File: config.mk
export PLATFORM = sky130hd
export DESIGN_NAME = motor_cmd_ctrl
export DESIGN_NICKNAME = d
export VERILOG_FILES = /design/src/rtl/motor_cmd_ctrl.sv
export SDC_FILE = /design/constraint.sdc
export NUM_CORES = 1
export LEC_CHECK = 0
export ABC_AREA = 1
export CAP_MARGIN = 20
export CORE_ASPECT_RATIO = 0.9
export CORE_MARGIN = 2
export CORE_UTILIZATION = 35
export CTS_CLUSTER_SIZE = 16
export DETAILED_ROUTE_END_ITERATION = 12
export GPL_TIMING_DRIVEN = 0
export HOLD_SLACK_MARGIN = 0.12
export PLACE_DENSITY = 0.53
export SLEW_MARGIN = 20
export SYNTH_ARGS = -nofsm -noshare
export SYNTH_HDL_FRONTEND = slang
export SYNTH_SLANG_ARGS = --single-unit
File: constraint.sdc
create_clock -name clk -period 6.48 [get_ports clk]
set_input_delay 1.296 -clock clk [delete_from_list [all_inputs] [get_ports clk]]
set_output_delay 1.296 -clock clk [all_outputs]
set_load 0.05 [all_outputs]
File: src/rtl/motor_cmd_ctrl.sv
// Command scheduler between the SPI slave and the per-motor pwm period registers.
// Latency: spi_ready rise to busy is 3 clk; busy lasts NUM_MOTORS+2 clk (2 clk for an empty mask).
// Backpressure: one pending word is buffered while busy; a further word is dropped and flagged as overrun.
//
// Ports:
//   clk, reset        system clock, synchronous active-high reset
//   spi_word          received SPI word, stable while spi_ready is high
//   spi_ready         SPI data_ready, asynchronous to clk (synchronized here)
//   period_out        motor i period at [i*PERIOD_W +: PERIOD_W]
//   reply_word        status word for the next SPI transfer
//   busy              high while a command is being decoded/applied/replied
//   failsafe          high while the watchdog holds every output at 0
//
// Optional build macro MOTOR_CTRL_SLEW_EN: commands write target registers and each
// output walks toward its target by at most 8 counts every 2^16 clk cycles.
module motor_cmd_ctrl #(
    parameter int NUM_MOTORS     = 4,
    parameter int PERIOD_W       = 11,
    parameter int PERIOD_MAX     = 2000,
    parameter int WORD_W         = 32,
    parameter int TIMEOUT_CYCLES = 5000000
) (
    input  logic                           clk,
    input  logic                           reset,
    input  logic [WORD_W-1:0]              spi_word,
    input  logic                           spi_ready,
    output logic [NUM_MOTORS*PERIOD_W-1:0] period_out,
    output logic [WORD_W-1:0]              reply_word,
    output logic                           busy,
    output logic                           failsafe
);

    localparam int IDX_W = (NUM_MOTORS > 1) ? $clog2(NUM_MOTORS) : 1;
    localparam int WD_W  = $clog2(TIMEOUT_CYCLES) + 1;

    localparam logic [PERIOD_W-1:0] PMAX     = PERIOD_W'(PERIOD_MAX);
    localparam logic [PERIOD_W:0]   PMAX_X   = (PERIOD_W + 1)'(PERIOD_MAX);
    localparam logic [WD_W-1:0]     WD_LAST  = WD_W'(TIMEOUT_CYCLES - 1);
    localparam logic [IDX_W-1:0]    IDX_LAST = IDX_W'(NUM_MOTORS - 1);

    localparam logic [1:0] OP_SET = 2'd0;
    localparam logic [1:0] OP_INC = 2'd1;
    localparam logic [1:0] OP_DEC = 2'd2;

    typedef enum logic [1:0] {
        S_IDLE,
        S_DECODE,
        S_APPLY,
        S_REPLY
    } state_t;

    state_t              state_q;
    logic                sync1_q, sync2_q, rdy_prev_q;
    logic [WORD_W-1:0]   word_s1_q, word_s2_q;
    logic [WORD_W-1:0]   cmd_q, pend_q;
    logic                pend_full_q, ovr_pend_q;
    logic [IDX_W-1:0]    idx_q;
    logic [PERIOD_W-1:0] per_q [NUM_MOTORS];
    logic                overrun_q, fs_seen_q, clamp_q, bad_q;
    logic [WD_W-1:0]     wd_q;
    logic                failsafe_q, busy_q;
    logic [WORD_W-1:0]   reply_q;

    logic                  rise_d;
    logic [NUM_MOTORS-1:0] mask_d;
    logic [1:0]            op_d;
    logic [PERIOD_W-1:0]   val_d, cur_d, new_d, low_d;
    logic [PERIOD_W:0]     sum_d;
    logic                  sat_d;
    logic                  wd_hit_d;
    logic [31:0]           reply_d;
    logic [PERIOD_W-1:0]   drv_d [NUM_MOTORS];

    // Reserved and out-of-range mask bits are intentionally ignored.
    logic unused_cmd_bits;
    assign unused_cmd_bits = ^cmd_q;

    always_comb begin
        rise_d = sync2_q & ~rdy_prev_q;
        mask_d = cmd_q[24 +: NUM_MOTORS];
        op_d   = cmd_q[13:12];
        val_d  = PERIOD_W'(cmd_q[23:14]);
        cur_d  = per_q[idx_q];
        // One extra bit so INC overflow past PERIOD_MAX is visible before clamping.
        sum_d  = {1'b0, cur_d} + {1'b0, val_d};
        new_d  = cur_d;
        sat_d  = 1'b0;
        case (op_d)
            OP_SET: begin
                if (val_d > PMAX) begin
                    new_d = PMAX;
                    sat_d = 1'b1;
                end else begin
                    new_d = val_d;
                end
            end
            OP_INC: begin
                if (sum_d > PMAX_X) begin
                    new_d = PMAX;
                    sat_d = 1'b1;
                end else begin
                    new_d = sum_d[PERIOD_W-1:0];
                end
            end
            OP_DEC: begin
                if (cur_d > val_d) begin
                    new_d = cur_d - val_d;
                end else begin
                    new_d = '0;
                    sat_d = (cur_d < val_d);
                end
            end
            default: ;
        endcase
        // Lowest selected motor wins: scan from the top so index 0 is written last.
        low_d = '0;
        for (int i = NUM_MOTORS - 1; i >= 0; i--) begin
            if (mask_d[i]) low_d = per_q[i];
        end
        wd_hit_d = (wd_q == WD_LAST);
        reply_d  = {cmd_q[7:0], overrun_q, fs_seen_q, clamp_q, bad_q,
                    2'b00, op_d, 16'(low_d)};
    end

    always_ff @(posedge clk) begin
        if (reset) begin
            state_q     <= S_IDLE;
            sync1_q     <= 1'b0;
            sync2_q     <= 1'b0;
            rdy_prev_q  <= 1'b0;
            word_s1_q   <= '0;
            word_s2_q   <= '0;
            cmd_q       <= '0;
            pend_q      <= '0;
            pend_full_q <= 1'b0;
            ovr_pend_q  <= 1'b0;
            idx_q       <= '0;
            overrun_q   <= 1'b0;
            fs_seen_q   <= 1'b0;
            clamp_q     <= 1'b0;
            bad_q       <= 1'b0;
            wd_q        <= '0;
            failsafe_q  <= 1'b0;
            busy_q      <= 1'b0;
            reply_q     <= '0;
            for (int i = 0; i < NUM_MOTORS; i++) per_q[i] <= '0;
        end else begin
            // The word is delayed alongside the ready synchronizer so the captured
            // value is the one present while spi_ready was first sampled high.
            sync1_q    <= spi_ready;
            sync2_q    <= sync1_q;
            rdy_prev_q <= sync2_q;
            word_s1_q  <= spi_word;
            word_s2_q  <= word_s1_q;

            if (state_q == S_DECODE && mask_d != '0) begin
                wd_q <= '0;
            end else if (!wd_hit_d) begin
                wd_q <= wd_q + 1'b1;
            end

            // failsafe_seen reports that failsafe was in force at any point
            // since the previous reply, not only the instant it tripped.
            fs_seen_q <= wd_hit_d | failsafe_q | (fs_seen_q & (state_q != S_REPLY));

            case (state_q)
                S_IDLE: begin
                    if (rise_d) begin
                        cmd_q   <= word_s2_q;
                        busy_q  <= 1'b1;
                        state_q <= S_DECODE;
                    end
                end
                S_DECODE: begin
                    if (mask_d == '0) begin
                        bad_q   <= 1'b1;
                        state_q <= S_REPLY;
                    end else begin
                        idx_q   <= '0;
                        state_q <= S_APPLY;
                    end
                end
                S_APPLY: begin
                    if (mask_d[idx_q]) begin
                        per_q[idx_q] <= new_d;
                        if (sat_d) clamp_q <= 1'b1;
                    end
                    if (op_d == OP_SET) failsafe_q <= 1'b0;
                    if (idx_q == IDX_LAST) begin
                        state_q <= S_REPLY;
                    end else begin
                        idx_q <= idx_q + 1'b1;
                    end
                end
                S_REPLY: begin
                    reply_q <= WORD_W'(reply_d);
                    clamp_q <= 1'b0;
                    bad_q   <= 1'b0;
                    if (pend_full_q) begin
                        // An overrun belongs to the reply of the word that was
                        // waiting when the newer word got lost.
                        cmd_q     <= pend_q;
                        overrun_q <= ovr_pend_q;
                        state_q   <= S_DECODE;
                        if (rise_d) begin
                            pend_q <= word_s2_q;
                        end else begin
                            pend_full_q <= 1'b0;
                        end
                        ovr_pend_q <= 1'b0;
                    end else if (rise_d) begin
                        cmd_q     <= word_s2_q;
                        overrun_q <= 1'b0;
                        state_q   <= S_DECODE;
                    end else begin
                        overrun_q <= 1'b0;
                        busy_q    <= 1'b0;
                        state_q   <= S_IDLE;
                    end
                end
                default: state_q <= S_IDLE;
            endcase

            if (rise_d && (state_q == S_DECODE || state_q == S_APPLY)) begin
                if (pend_full_q) begin
                    ovr_pend_q <= 1'b1;
                end else begin
                    pend_q      <= word_s2_q;
                    pend_full_q <= 1'b1;
                end
            end

            // Timeout overrides any write made by APPLY in the same cycle.
            if (wd_hit_d) begin
                failsafe_q <= 1'b1;
                for (int i = 0; i < NUM_MOTORS; i++) per_q[i] <= '0;
            end
        end
    end

`ifdef MOTOR_CTRL_SLEW_EN
    localparam logic [PERIOD_W-1:0] STEP = PERIOD_W'(8);

    logic [15:0]         slew_pre_q;
    logic [PERIOD_W-1:0] out_q [NUM_MOTORS];

    // per_q holds the targets here; out_q chases them.
    always_ff @(posedge clk) begin
        if (reset) begin
            slew_pre_q <= '0;
            for (int i = 0; i < NUM_MOTORS; i++) out_q[i] <= '0;
        end else begin
            slew_pre_q <= slew_pre_q + 16'd1;
            for (int i = 0; i < NUM_MOTORS; i++) begin
                if (wd_hit_d) begin
                    out_q[i] <= '0;
                end else if (slew_pre_q == 16'hFFFF) begin
                    if (per_q[i] > out_q[i]) begin
                        out_q[i] <= (per_q[i] - out_q[i] > STEP) ? out_q[i] + STEP : per_q[i];
                    end else if (per_q[i] < out_q[i]) begin
                        out_q[i] <= (out_q[i] - per_q[i] > STEP) ? out_q[i] - STEP : per_q[i];
                    end
                end
            end
        end
    end

    always_comb begin
        for (int i = 0; i < NUM_MOTORS; i++) drv_d[i] = out_q[i];
    end
`else
    always_comb begin
        for (int i = 0; i < NUM_MOTORS; i++) drv_d[i] = per_q[i];
    end
`endif

    // Commands keep updating the registers during failsafe; only the outputs are held at 0.
    always_comb begin
        period_out = '0;
        for (int i = 0; i < NUM_MOTORS; i++) begin
            period_out[i*PERIOD_W +: PERIOD_W] = failsafe_q ? '0 : drv_d[i];
        end
    end

    assign reply_word = reply_q;
    assign busy       = busy_q;
    assign failsafe   = failsafe_q;

endmodule

# Word-level counts from Yosys, hierarchy flattened
# Memory sizes are Yosys's and may differ from the RTL's. A register that Yosys moved wholly into a read port is not among the register bits.
# Index checks and enable logic that the tools add are counted.
# totals
elab_cells	167
inputBits	35
ramBits	44
mem_count	1
regBits	192
# op_classes
n_addsub	4
eq_ne	21
order_cmp	5
reduce_logical	21
bitwise	21
muxes	75
# mem_list
memory	words	word_bits	read_ports	rd_ports_with_merged_regs	write_ports	line	text
per_q	4	11	5	1	4	58	logic [PERIOD_W-1:0] per_q [NUM_MOTORS];
# op_table
cell	count
2-to-1 mux 32 bit	7
2-to-1 mux 11 bit	16
case mux 32 bit (2 select lines)	1
2-to-1 mux 1 bit	36
case mux 11 bit (3 select lines)	1
adder 24 x 1 -> 24 bit (second input constant)	1
equality test 24 x 23 -> 1 bit (second input constant)	1
!= test 2 bit (second input constant)	10
equality test 2 bit (second input constant)	8
2-to-1 mux 2 bit	7
adder 11 x 10 -> 12 bit	1
> comparator 12 x 11 -> 1 bit (second input constant)	1
nonzero test 2 bit	6
> comparator 10 x 11 -> 1 bit (second input constant)	1
> comparator 11 x 10 -> 1 bit	1
< comparator 11 x 10 -> 1 bit	1
OR reduction 11 bit	1
subtractor 11 x 10 -> 11 bit	1
bitwise AND 1 bit	10
case mux 2 bit (4 select lines)	1
OR 1 bit	6
case mux 1 bit (2 select lines)	3
AND reduction 2 bit	3
AND reduction 3 bit	2
other kinds (14)	21

# Logic depth before layout (Yosys ltp)
# logic_depth
ltp_word	12
depth_mapped	26
depth_no_buf	25

# Worst setup path before layout
# No wires, ideal clock.
# synth_path
path_type	reg-to-reg
start	register (tool-made name)
end	memory per_q[0][5], data pin
stages_incl_launch_ff	24
period_less_slack_ns	3.187
path_buffers	2
path_slack_ns	3.293
arrival_time_ns	2.924
cell_sequence	dfxtp_1 > buf_6 > inv_4 > clkbuf_1 > nand2_1 > a32oi_1 > inv_1 > fa_1 > inv_1 > nand2_2 > nand2_2 > nand3_1 > nand2_1 > nand2_1 > nand3_1 > nand2_1 > nor2_2 > nand3_1 > nand2_2 > nand2_2 > nand2_1 > nor2_2 > o21bai_2 > nor2_1
# synth_lines
item	line
end, declared	58

==> results.py <==
metrics = {
    "power": {
        "finalPower_w": 0.00440,
        "leakagePower_nw": 5.25,
        "swShare_pct": 38.8,
        "internal-power_w": 0.00269,
        "power_density_mw_per_mm2": 354,
        "power.switching_w": 0.00171,
        "vdd_drop_max_uv": 170,
        "p_comb_share_pct": 37.1,
        "sequentialPowerShare_pct": 34.1,
        "clock_power_share_pct": 28.8,
    },
    "worst_setup_path": {
        "r2r-end": "per_q[2][9]",
        "required_ns": 6.75,
        "critPathKind": "reg -> reg",
        "critPathLaunchType": "register",
        "worstPathArrival_ns": 4.43,
        "path_max_fanout": 10,
        "ff2ff_setup_slack_ns": 2.31,
        "crit_path_end_kind": "register",
        "reg2reg_depth": 21,
    },
    "layout": {
        "final_layout_size_suffix_gt1_share_pct": 7.72,
        "n_antenna_cell": 0,
        "fin_util_pct": 43.1,
        "fin_area_mm2": 0.0124,
        "area_growth_pct": 21.7,
        "layout.cells.non_filler": 1886,
        "fin_nets": 1541,
        "layout_commonest_cell": "nor2_1",
        "final_cell_mix": "nor2_1, inv_1, dfxtp_1",
    },
    "sta": {
        "fin_tns_setup_ns": 0,
        "setup_violations": 0,
        "tightest_slew_ns": 0.705,
        "hold_viol": 0,
        "min_period_ns": 4.17,
        "fin_skew_ns": 0.0121,
        "relSlewSlack_pct": 53.0,
        "fin_crit_sh_pct": 64.3,
        "rsz0062_at_grt": "false",
        "slew_violations": 0,
        "fmax_mhz": 240,
    },
    "global_routing": {
        "grt_pass1_vias": 8621,
        "grt_pass1_wl_mm": 46.1,
        "grtUsageTotal_pct": 18.8,
        "grt_max_degree": 14,
        "overflow": 0,
        "antenna_found_initial": 0,
    },
    "synthesis": {
        "synth_edf_count": 44,
        "async_flop_share_pct": 0,
        "ys_types": 54,
        "ys_warn_count": 0,
        "ys.flop_type": "dfxtp_1",
        "ys_ff_latch": 206,
        "syn_area_mm2": 0.0102,
        "netlist_instances": 1346,
        "syn_avg_cell_area_um2": 7.60,
        "yosysSeqAreaShare_pct": 44.6,
    },
    "placement": {
        "dp_hpwl_mm": 22.7,
        "portBuffers": 97,
        "placed_cell_area_mm2": 0.0117,
        "dp.cells": 1845,
        "place_congestion": 0.945,
    },
    "clocking": {
        "root_buffer": "clkbuf_16",
        "cts_tree": "done",
        "clk_latency_ns": 0.52,
        "clk_path_buf_depth": 3,
        "cts_made_buffers": 23,
        "htree_levels": 1,
        "cts_resized": 0,
        "hold_buffers": 0,
        "post_cts_buffers": 0,
        "cts_sinks": 206,
        "clk_pin_slew_worst_paths_ns": 0.06,
    },
    "routing": {
        "drtPass1Iterations": 5,
        "dr_total_vias": 9033,
        "viasPerCell": 4.79,
        "drt_iter0_drc": 659,
        "routed_wl_mm": 28.7,
        "final_antenna_net_count": 0,
        "drc": 0,
        "wire_per_inst_um": 15.2,
    },
    "floorplan": {
        "die_height_um": 166,
        "io_pins": 113,
        "start_util_pct": 35.4,
        "core_area_mm2": 0.0289,
        "dieWidth_um": 184,
        "fp.dieArea_mm2": 0.0306,
        "placementRows": 59,
    },
    "run": {
        "maxCapViolCount": 0,
    },
    "worst_hold_path": {
        "min_from": "word_s1_q[6]",
        "hold_path_class": "reg -> reg",
        "holdPathEnd": "word_s2_q[6]",
        "holdPathStages": 2,
    },
    "status": {
        "status": "finished, final reports clean",
    },
}
[state kept, by name, indices dropped and copies added, names as in the netlist, 24 cells and up, named ones only]
signal      count
cmd_q          24
pend_q         24
wd_q           24
word_s2_q      24
word_s1_q      24
reply_word     25
per_q          44
[through the flow]
stage,hold slack (ns),setup slack (ns)
final,0.401,2.31
after global routing,0.420,1.98
after CTS,0.402,2.32
after detailed placement,0.394,2.34
after global placement,0.397,2.36
after floorplan,0.388,3.29
[worst max path at each step]
stage                         from          end  cells past startpoint
final                     register  per_q[2][9]                     21
after detailed placement  register  per_q[0][9]                     21
after CTS                 register  per_q[2][9]                     21
after global placement    register  per_q[2][9]                     22
after global routing      register  per_q[2][9]                     21
after floorplan           register  per_q[0][5]                     23
[kinds of logic (layout without fill, tap and decap cells)]
family | Yosys count | after routing | synth area share [%]
AOI/OAI and AO/OA | 293 | 293 | 16.0
xor gates and xnor gates | 16 | 16 | 1.44
muxes | 17 | 17 | 1.87
DFF | 206 | 206 | 44.6
buffers and inverters | 282 | 420 | 11.1
other | 1 | 7 | 0.0367
adders and majority gates | 32 | 32 | 4.06
and+or+nand+nor | 499 | 499 | 20.9
[layer usage]
metal / vias to the layer above / wire (um) / global-route usage [%]
li1: 4588 / - / -
met1: 4138 / 13700 / 26.4
met2: 270 / 13100 / 31.4
met3: 37 / 1450 / 2.21
met4: 0 / 569 / 3.62
met5: - / 0 / 0
[cell type report]
type / count / area [um^2]
tap: 396 / 495
clock inverter: 6 / 72.6
multi-input combinational: 864 / 4550
fill: 2945 / 16400
inverter: 217 / 822
sequential: 206 / 4560
buffer: 65 / 313
timing repair buffer: 97 / 971
clock buffer: 35 / 661
[power groups by stage]
stage          sequential [W]  combinational, W  clock, W
2_1_floorplan         0.00159           0.00109         0
3_3_place_gp          0.00152           0.00162         0
3_5_place_dp          0.00153           0.00163         0
4_1_cts               0.00150           0.00163   0.00129
5_1_grt               0.00151           0.00181   0.00135
6_report              0.00150           0.00163   0.00127
[synth_stat cells, types with 9 or more instances]
| master | n | share of area, % |
|---|---|---|
| dfxtp_1 | 162 | 32 |
| buf_4 | 9 | 0.66 |
| o21ai_0 | 113 | 5.5 |
| nand3_1 | 45 | 2.2 |
| nor2_1 | 232 | 8.5 |
| o221ai_1 | 12 | 1.0 |
| nor3_1 | 20 | 0.98 |
| nand2_1 | 151 | 5.5 |
| mux2_2 | 17 | 1.9 |
| edfxtp_1 | 44 | 13 |
| xor2_1 | 12 | 1.0 |
| nand2_2 | 9 | 0.55 |
| a211oi_1 | 10 | 0.73 |
| nand4_1 | 9 | 0.55 |
| ha_1 | 30 | 3.7 |
| clkbuf_1 | 41 | 1.5 |
| inv_1 | 208 | 7.6 |
| a21oi_1 | 123 | 6.0 |
[critical path: stages (launching register included)]
cell and delay (ns):
dfxtp_1 0.44, inv_1 0.23, clkbuf_1 0.31, a32oi_1 0.64
inv_1 0.14, fa_1 0.46, inv_1 0.09, nand2_2 0.06
nand2_2 0.09, nand2_2 0.07, xor2_2 0.22, nand2_1 0.08
nor2_1 0.12, nand2_1 0.08, nor2_1 0.11, nand3_1 0.13
nand2_2 0.18, nand2_1 0.07, nand2_1 0.09, nand4_2 0.16
nand2_1 0.11, inv_1 0.04
Note: power is estimated with default switching activity, not from simulation.
